<file path="config.mk">
export PLATFORM = sky130hd
export DESIGN_NAME = yutorina_muldiv_ctrl
export DESIGN_NICKNAME = d
export VERILOG_FILES = /design/src/rtl/yutorina_muldiv_ctrl.sv
export SDC_FILE = /design/constraint.sdc
export NUM_CORES = 1
export LEC_CHECK = 0
export CAP_MARGIN = 0
export CORE_AREA = 4 4 217 219
export DETAILED_ROUTE_END_ITERATION = 7
export DIE_AREA = 0 0 221 223
export PLACE_DENSITY = 0.39
export SYNTH_ARGS = -nofsm -noshare
export SYNTH_HDL_FRONTEND = slang
export SYNTH_SLANG_ARGS = --single-unit
</file>
<file path="constraint.sdc">
create_clock -name clk -period 3.2 [get_ports clk]
set_input_delay 0.32 -clock clk [delete_from_list [all_inputs] [get_ports clk]]
set_output_delay 0.32 -clock clk [all_outputs]
set_load 0.01 [all_outputs]
</file>
<file path="src/rtl/yutorina_muldiv_ctrl.sv">
// Iterative radix-2 multiply / restoring divide beside the EX ALU: done arrives WIDTH+1 cycles after accept (1 for divide-by-zero).
// Signed operation exists only with YUTORINA_MULDIV_SIGNED_EN; stall_req holds the pipeline from request until the result is ready.
module yutorina_muldiv_ctrl #(
  parameter int WIDTH = 32
) (
  input  logic             clk,
  input  logic             rst,
  input  logic             start,
  input  logic [1:0]       op,
  input  logic             sign,
  input  logic [WIDTH-1:0] lhs,
  input  logic [WIDTH-1:0] rhs,
  input  logic             flush,
  output logic             busy,
  output logic             stall_req,
  output logic             done,
  output logic [WIDTH-1:0] result,
  output logic             div_zero
);

  localparam int CW = (WIDTH > 1) ? $clog2(WIDTH) : 1;
  localparam logic [CW-1:0] LAST = CW'(WIDTH - 1);

  typedef enum logic [1:0] {
    S_IDLE = 2'd0,
    S_CALC = 2'd1,
    S_DONE = 2'd2
  } state_t;

  state_t           state_q, state_d;
  logic [CW-1:0]    count_q, count_d;
  logic [WIDTH-1:0] hi_q, hi_d;
  logic [WIDTH-1:0] lo_q, lo_d;
  logic [WIDTH-1:0] opnd_q, opnd_d;
  logic [WIDTH-1:0] result_q, result_d;
  logic [1:0]       op_q, op_d;
  logic             neg_q, neg_d;
  logic             done_q, done_d;
  logic             div_zero_q, div_zero_d;

  logic [WIDTH-1:0] lhs_mag, rhs_mag;
  logic             neg_in;

`ifdef YUTORINA_MULDIV_SIGNED_EN
  logic lhs_neg, rhs_neg;

  // Remainder follows the dividend sign; every other op follows the sign of the product/quotient.
  always_comb begin
    lhs_neg = sign & lhs[WIDTH-1];
    rhs_neg = sign & rhs[WIDTH-1];
    lhs_mag = lhs_neg ? -lhs : lhs;
    rhs_mag = rhs_neg ? -rhs : rhs;
    neg_in  = (op == 2'b11) ? lhs_neg : (lhs_neg ^ rhs_neg);
  end
`else
  logic unused_sign;

  always_comb begin
    lhs_mag = lhs;
    rhs_mag = rhs;
    neg_in  = 1'b0;
  end

  assign unused_sign = sign ^ neg_q;
`endif

  logic [WIDTH:0]   mul_sum;
  logic [WIDTH:0]   rem_shift;
  logic [WIDTH:0]   rem_diff;
  logic [WIDTH-1:0] hi_n, lo_n;

  // One iteration: multiply keeps {hi,lo} as the growing product with the multiplier
  // draining out of lo; divide shifts the dividend out of lo into the partial remainder
  // and shifts quotient bits back in.
  always_comb begin
    mul_sum   = {1'b0, hi_q} + (lo_q[0] ? {1'b0, opnd_q} : {(WIDTH+1){1'b0}});
    rem_shift = {hi_q, lo_q[WIDTH-1]};
    rem_diff  = rem_shift - {1'b0, opnd_q};
    if (op_q[1]) begin
      hi_n = rem_diff[WIDTH] ? rem_shift[WIDTH-1:0] : rem_diff[WIDTH-1:0];
      lo_n = {lo_q[WIDTH-2:0], ~rem_diff[WIDTH]};
    end else begin
      hi_n = mul_sum[WIDTH:1];
      lo_n = {mul_sum[0], lo_q[WIDTH-1:1]};
    end
  end

  logic [2*WIDTH-1:0] prod;
  logic [WIDTH-1:0]   quo, rem;
  logic [WIDTH-1:0]   fin;

  always_comb begin
    prod = {hi_n, lo_n};
    quo  = lo_n;
    rem  = hi_n;
`ifdef YUTORINA_MULDIV_SIGNED_EN
    if (neg_q) begin
      prod = -{hi_n, lo_n};
      quo  = -lo_n;
      rem  = -hi_n;
    end
`endif
    case (op_q)
      2'b00:   fin = prod[WIDTH-1:0];
      2'b01:   fin = prod[2*WIDTH-1:WIDTH];
      2'b10:   fin = quo;
      default: fin = rem;
    endcase
  end

  always_comb begin
    state_d    = state_q;
    count_d    = count_q;
    hi_d       = hi_q;
    lo_d       = lo_q;
    opnd_d     = opnd_q;
    result_d   = result_q;
    op_d       = op_q;
    neg_d      = neg_q;
    done_d     = 1'b0;
    div_zero_d = 1'b0;

    case (state_q)
      S_IDLE: begin
        if (start && !flush) begin
          op_d    = op;
          neg_d   = neg_in;
          count_d = '0;
          hi_d    = '0;
          if (op[1] && (rhs == '0)) begin
            // Divide-by-zero resolves straight from the raw inputs.
            state_d    = S_DONE;
            done_d     = 1'b1;
            div_zero_d = 1'b1;
            result_d   = op[0] ? lhs : '1;
          end else begin
            state_d = S_CALC;
            lo_d    = op[1] ? lhs_mag : rhs_mag;
            opnd_d  = op[1] ? rhs_mag : lhs_mag;
          end
        end
      end
      S_CALC: begin
        hi_d    = hi_n;
        lo_d    = lo_n;
        count_d = count_q + 1'b1;
        if (count_q == LAST) begin
          state_d  = S_DONE;
          done_d   = 1'b1;
          result_d = fin;
        end
      end
      default: begin
        state_d = S_IDLE;
      end
    endcase

    if (flush) begin
      state_d    = S_IDLE;
      done_d     = 1'b0;
      div_zero_d = 1'b0;
      result_d   = result_q;
    end
  end

  always_ff @(posedge clk) begin
    if (rst) begin
      state_q    <= S_IDLE;
      count_q    <= '0;
      hi_q       <= '0;
      lo_q       <= '0;
      opnd_q     <= '0;
      result_q   <= '0;
      op_q       <= 2'b00;
      neg_q      <= 1'b0;
      done_q     <= 1'b0;
      div_zero_q <= 1'b0;
    end else begin
      state_q    <= state_d;
      count_q    <= count_d;
      hi_q       <= hi_d;
      lo_q       <= lo_d;
      opnd_q     <= opnd_d;
      result_q   <= result_d;
      op_q       <= op_d;
      neg_q      <= neg_d;
      done_q     <= done_d;
      div_zero_q <= div_zero_d;
    end
  end

  assign busy      = (state_q != S_IDLE);
  assign stall_req = ((state_q == S_IDLE) & start & ~flush) | (state_q == S_CALC);
  assign done      = done_q;
  assign result    = result_q;
  assign div_zero  = div_zero_q;

endmodule

</file>
==> reports/qor.csv, run 1 <==
stage,metric,value,unit
status,status,finished with violations,
status,violations,setup timing,
timing,slew_headroom,46.0,%
floorplanning,die_h,223,um
setup_path,ff2ff_path_depth,17,
pwr,powerDensity,341,nW/um2
timing,post-route-period-util,102,%
floorplanning,start_util,24.8,%
detailed_routing,vias,12200,
detailed_routing,postRouteWirelength,50500,um
synth,yosys_warnings,0,
setup_path,cpPeakStageDelay,500,ps
setup_path,endpoint_kind,flip-flop,
final_layout,postLayoutCoreUtil,36.3,%
clock_tree,cts_buffers,17,
timing,worst_slew_pin_slew,809,ps
min_path,whs_endpoint,lo_q[1],
clock_tree,postCtsHoldBufs,0,
timing,setup_viol,3,
timing,finalClockSkew,8.94,ps
global_routing,overflow,0,
pwr,p_leak,0.00672,uW
place,place_inst,2376,
setup_path,cp_max_fo,4,
timing,timing.hold.ws,262,ps
setup_path,cp.arrival,3620,ps
final_layout,final_net_count,1955,
global_routing,met1_usage,30.7,%
synth,ys_seq_area_share,24.9,%
timing,rsz0062_at_grt,true,
final_layout,layout_commonest_cell,buf_4,
synth,avgSynthCellArea,7.50,um2
detailed_routing,post_drt_wl_per_cell,20.8,um
synth,syn-num-nets,1631,
floorplanning,core_area,45100,um2
clock_tree,clk_path_buf_depth,2,
min_path,hp-start,rst,
setup_path,crit-reg2reg-launch,lo_q[31],
final_layout,final_cell_mix,"buf_4, nor2_1, nand2_1",
synth,synth-main-ff-cell,dfxtp_1,
timing,max_freq,308,MHz
setup_path,start_kind,flip-flop,
final_layout,antenna_cells,0,
min_path,holdPathStages,2,
synth,synth.distinct_cells,75,
setup_path,critPathSlowestCell,mux4_2,
timing,drv_slew,0,
detailed_routing,ant_nets,0,
place,port_buffers,105,
final_layout,fin_cells,2429,
detailed_routing,drtPass1Iterations,5,
global_routing,grtUsageMet3,2.00,%
floorplanning,rows,78,
floorplanning,pin_count,107,
setup_path,r2r_slack,-50,ps
pwr,vdd_drop_max,0.000320,V
clock_tree,clk-insertion-delay-late,450,ps
global_routing,antenna_found_initial,0,
run,maxCapViolations,0,
timing,hold_violations,0,
pwr,total_power,5580,uW
setup_path,crit_type,flip-flop to flip-flop,
global_routing,grt_max_degree,48,
setup_path,required,3570,ps
timing,finalCriticalPeriod,3250,ps
global_routing,top_usage_layer,met1,
final_layout,regArea,2800,um2
final_layout,area_growth_syn_to_layout,46.3,%
place,gp_congestion,0.908,
global_routing,gr-usage-all-layers,19.9,%
floorplanning,dieArea,49300,um2
detailed_routing,drtIter0Drc,821,
place,place_ws,-409,ps
floorplanning,die-width,221,um
synth,synth_edf_count,0,
synth,synthArstFlopShare,0,%
timing,fin_ws,-51.6,ps
final_layout,drive_gt1_share,26.0,%
clock_tree,h-tree-depth,4,
detailed_routing,vias_per_cell,5.01,
global_routing,grt_pass1_vias,11900,
setup_path,crit_path_cell_trace,inv_2 > ha_4 > inv_2 > fa_2 > a21oi_4 > o22ai_2 > o31ai_2 > buf_4 > o21ai_4 > a41oi_4 > buf_6 > xor2_4 > buf_6 > and2_4 > a31oi_4 > mux4_2 > o22ai_2,
synth,synth_seq_cells,139,
clock_tree,root_buffer,clkbuf_16,
min_path,hp-class,input port to flip-flop,
setup_path,r2r_end,result[13],
global_routing,use_met2,29.4,%
clock_tree,cts_tree,done,
clock_tree,cts.clk_slew.worst_paths,60,ps
place,dp_hpwl,39500,um
global_routing,grt_pass1_wl,76200,um
clock_tree,numClockSinks,139,
synth,post_synth_instance_area,11200,um2
detailed_routing,drc_errors,0,
final_layout,multi_input_area,8500,um2
synth,synthCells,1492,
final_layout,num-fill-cells,4818,
-- metrics by stage --
stage	area (um2)	setup TNS, ps
floorplan	11200	0
global placement	14700	-12310
detailed placement	14700	-14340
CTS	15800	-77.6
global route	16400	-3430
finish	16400	-106
-- critical path, delay by kind of cell, from the launching register on --
kind            cells  cell delay [ps]
simple gates        1              150
compound gates      7              890
fa+ha+maj           2              520
buf+inv             5              590
xor+xnor            1              200
mux                 1              500
flops               1              320
-- synth_stat cells (17+ instances only) --
| cell | number | share of area [%] |
|---|---|---|
| a211oi_1 | 45 | 3.0 |
| a21o_1 | 29 | 1.9 |
| a21oi_1 | 126 | 5.6 |
| a31oi_1 | 25 | 1.4 |
| and2_1 | 42 | 2.3 |
| clkbuf_1 | 73 | 2.4 |
| dfxtp_1 | 139 | 25 |
| ha_1 | 66 | 7.4 |
| inv_1 | 54 | 1.8 |
| mux2_2 | 17 | 1.7 |
| mux2i_1 | 96 | 8.6 |
| nand2_1 | 170 | 5.7 |
| nand3_1 | 22 | 0.98 |
| nor2_1 | 170 | 5.7 |
| nor3_1 | 19 | 0.85 |
| o211ai_1 | 36 | 2.4 |
| o21ai_0 | 93 | 4.2 |
| xnor2_1 | 24 | 1.9 |
| xor2_1 | 26 | 2.0 |
-- timing repair --
action	4_1_cts	5_1_grt
endpoints found under the setup margin	63	63
gates cloned	0	1
resized for setup	61	125
pin swaps	29	70
setup buffers	11	10
-- area by class of cell --
type                       count  share of cell area (%)
clock buffer                  22                    2.90
clock inverter                10                    1.15
inverter                      56                    1.28
multi-input combinational   1201                    52.0
sequential                   139                    17.1
tap                          600                    4.59
timing repair buffer         401                    21.0
-- power by group --
part / switching (uW) / internal (uW) / total [uW] / leakage (uW)
registers: 69.0 / 1800 / 1870 / 0.00114
logic: 774 / 644 / 1420 / 0.00527
clock network: 848 / 1450 / 2300 / 0.000317
-- layer usage --
layer	part of all wire (%)	wire, um
met1	52	26500
met4	1.8	926
met5	0	0
met3	3.9	1990
met2	42	21100
-- cells by family after synthesis --
logic type               Yosys count  share of synthesized area [%]
XOR/XNOR                          52                           4.21
buffers and inverters            152                           5.34
AO/OA/AOI/OAI                    470                           27.3
flip-flops                       139                           24.9
multiplexers                     114                           10.5
adder cells (fa/ha/maj)           68                           7.74
AND/OR/NAND/NOR                  497                           20.0
-- worst max-delay path by stage --
stage / start / end / slack (ps) / depth (start not counted)
2_1_floorplan: lo_q[31] / result[24] / 80 / 14
3_3_place_gp: rhs[2] / result[21] / -350 / 12
4_1_cts: lo_q[31] / result[20] / -20 / 19
3_5_place_dp: lo_q[31] / result[13] / -410 / 17
5_1_grt: lo_q[31] / result[13] / -170 / 17
6_report: lo_q[31] / result[13] / -50 / 17
-- flip-flops by register name, indices dropped and copies added (netlist names) --
register / cells
lo_q: 32
done: 1
div_zero: 1
op_q: 2
state_q: 2
count_q: 5
opnd_q: 32
hi_q: 32
result: 32
(Power assumes the default switching activity.)
==> inputs of run 2 (changes only) <==
--- a/constraint.sdc
+++ b/constraint.sdc
@@ -3,2 +3,2 @@
 set_output_delay 0.32 -clock clk [all_outputs]
-set_load 0.01 [all_outputs]
+set_load 0.02 [all_outputs]
==> run 2 against run 1 <==
Net effect: the flow still finishes with violations (setup timing); die area unchanged; critical endpoint is now hi_q[9]; register-to-register slack got worse by 20 ps; largest cell class unchanged; non-clock buffer count decreased by 2; final cell count barely moved; highest routed layer unchanged; sequential power hardly changed.
==> reports/qor.csv, run 2 (synthesis gave the netlist of run 1 again) <==
stage,metric,value,unit,change
floorplanning,dieArea,49300,um2,unchanged
setup_path,r2r_slack,-70,ps,-20 ps
setup_path,crit_path_cell_trace,inv_2 > ha_4 > inv_2 > fa_2 > a21oi_4 > o22ai_2 > o31ai_2 > buf_4 > o21ai_4 > a41oi_4 > buf_12 > xor2_4 > buf_6 > buf_12 > clkbuf_16 > and2_4 > a31o_4 > o211ai_1 > a21oi_1,,
place,gp_congestion,0.901,,-0.78%
setup_path,cp.arrival,3580,ps,-40 ps
setup_path,ff2ff_path_depth,19,,+2
place,dp_hpwl,38900,um,-1.5%
final_layout,antenna_cells,0,,unchanged
final_layout,final_net_count,1953,,-0.10%
global_routing,antenna_found_initial,0,,unchanged
global_routing,overflow,0,,unchanged
place,port_buffers,105,,unchanged
pwr,p_leak,0.00669,uW,-0.39%
timing,worst_slew_pin_slew,1020,ps,+215 ps
timing,slew_headroom,31.5,%,-15 points
floorplanning,die-width,221,um,unchanged
timing,drv_slew,0,,unchanged
final_layout,layout_commonest_cell,buf_4,,
global_routing,use_met2,28.3,%,-1.1 points
setup_path,start_kind,flip-flop,,
clock_tree,numClockSinks,139,,unchanged
status,status,finished with violations,,
status,violations,setup timing,,
global_routing,gr-usage-all-layers,19.5,%,-0.39 points
timing,rsz0062_at_grt,true,,
setup_path,required,3520,ps,-50 ps
timing,max_freq,306,MHz,-0.47%
detailed_routing,post_drt_wl_per_cell,20.7,um,-0.38%
detailed_routing,postRouteWirelength,50200,um,-0.47%
floorplanning,core_area,45100,um2,unchanged
timing,fin_ws,-66.8,ps,-15.2 ps
final_layout,final_cell_mix,"buf_4, nor2_1, nand2_1",,
detailed_routing,ant_nets,0,,unchanged
clock_tree,cts_buffers,17,,unchanged
final_layout,area_growth_syn_to_layout,46.2,%,about the same
setup_path,r2r_end,hi_q[9],,
run,maxCapViolations,0,,unchanged
timing,finalCriticalPeriod,3270,ps,+15.2 ps
pwr,powerDensity,325,nW/um2,-4.6%
global_routing,top_usage_layer,met1,,
setup_path,crit_type,flip-flop to flip-flop,,
global_routing,grtUsageMet3,2.87,%,+0.87 points
detailed_routing,drc_errors,0,,unchanged
timing,hold_violations,0,,unchanged
timing,setup_viol,8,,+5
detailed_routing,drtIter0Drc,865,,+5.4%
clock_tree,cts.clk_slew.worst_paths,60,ps,about the same
setup_path,crit_buf_inv,7,,+2
setup_path,critPathCapture,hi_q[9],,
clock_tree,clk_path_buf_depth,2,,unchanged
floorplanning,die_h,223,um,unchanged
final_layout,drive_gt1_share,25.9,%,-0.081 points
clock_tree,postCtsHoldBufs,0,,unchanged
global_routing,met1_usage,29.5,%,-1.2 points
setup_path,critPathSlowestCell,fa_2,,
place,dpl_cell_area,14700,um2,-0.39%
setup_path,cp_top_family,compound AO/OA/AOI/OAI gates,,
final_layout,fin_area,16400,um2,about the same
floorplanning,pin_count,107,,unchanged
setup_path,crit_cells,19,,+2
setup_path,endpoint_kind,flip-flop,,
global_routing,grt_pass1_vias,11800,,-1.0%
setup_path,crit-reg2reg-launch,lo_q[31],,
detailed_routing,drtPass1Iterations,6,,+1
floorplanning,rows,78,,unchanged
setup_path,cpPeakStageDelay,380,ps,-120 ps
floorplanning,start_util,24.8,%,unchanged
final_layout,num-fill-cells,4789,,-0.60%
detailed_routing,vias,12300,,+0.84%
timing,finalClockSkew,11.4,ps,+2.49 ps
clock_tree,root_buffer,clkbuf_16,,
detailed_routing,vias_per_cell,5.05,,+0.92%
min_path,hp-class,input port to flip-flop,,
pwr,vdd_drop_max,0.000264,V,-17%
setup_path,crit_start,lo_q[31],,
setup_path,cp_max_fo,6,,+2
clock_tree,cts_tree,done,,
clock_tree,h-tree-depth,4,,unchanged
final_layout,postLayoutCoreUtil,36.3,%,about the same
global_routing,grt_pass1_wl,74600,um,-2.0%
clock_tree,clk-insertion-delay-late,450,ps,about the same
timing,post-route-period-util,102,%,+0.48 points
global_routing,grt_max_degree,62,,+29%
## run 2: worst register-to-register path, cell delays in order, from the launching register on
cell	delay (ps)
dfxtp_2	320
inv_2	70
ha_4	130
inv_2	40
fa_2	380
a21oi_4	210
o22ai_2	100
o31ai_2	200
buf_4	170
o21ai_4	70
a41oi_4	160
buf_12	150
xor2_4	90
buf_6	170
buf_12	120
clkbuf_16	150
and2_4	150
a31o_4	210
o211ai_1	160
a21oi_1	90
## run 2: what timing repair did
item | in CTS | in global routing
buffers inserted | 7 | 22
cloned | 1 | 1
resized for setup | 63 | 121
setup endpoints to repair | 60 | 60
pin swaps | 32 | 71
## run 2: routing by layer
| metal | up-vias | share of wire [%] |
|---|---|---|
| met3 | 51 | 5.4 |
| met4 | 0 | 2.4 |
| met2 | 318 | 41 |
| met1 | 5829 | 51 |
| li1 | 6067 | - |
| met5 | - | 0 |
## run 2: worst min path at each step
| stage | from | end | slack (ps) | cells after the start |
|---|---|---|---|---|
| detailed placement | result[8] | result[8] | 460 | 2 |
| floorplan | flush | state_q[0] | 400 | 1 |
| global route | rst | lo_q[11] | 340 | 2 |
| CTS | rst | lo_q[1] | 300 | 2 |
| global placement | result[1] | result[1] | 450 | 2 |
| finish | rst | lo_q[11] | 330 | 2 |
## run 2: final cells by class
cell class | instances | area [um2] | area share [%]
tap | 600 | 751 | 4.59
clock buffer | 20 | 447 | 2.73
inverter | 56 | 210 | 1.29
timing repair buffer | 399 | 3480 | 21.3
multi-input combinational | 1201 | 8550 | 52.3
sequential | 139 | 2790 | 17.1
clock inverter | 12 | 125 | 0.765
## run 2: stage by stage
| step | total power (uW) | cells | TNS, ps | worst slack, ps | hold WS (ps) |
|---|---|---|---|---|---|
| floorplan | 2560 | 1492 | 0 | 77.0 | 399 |
| global placement | 3180 | 2365 | -9860 | -407 | 454 |
| detailed placement | 3170 | 2365 | -12760 | -481 | 462 |
| CTS | 5260 | 2405 | -245 | -55.4 | 295 |
| global route | 5550 | 2427 | -5830 | -230 | 344 |
| finish | 5320 | 2427 | -256 | -66.8 | 326 |
## run 2: power by group
group / internal (uW) / switching [uW]
Clock: 1160 / 855
Combinational: 661 / 784
Sequential: 1800 / 62.9
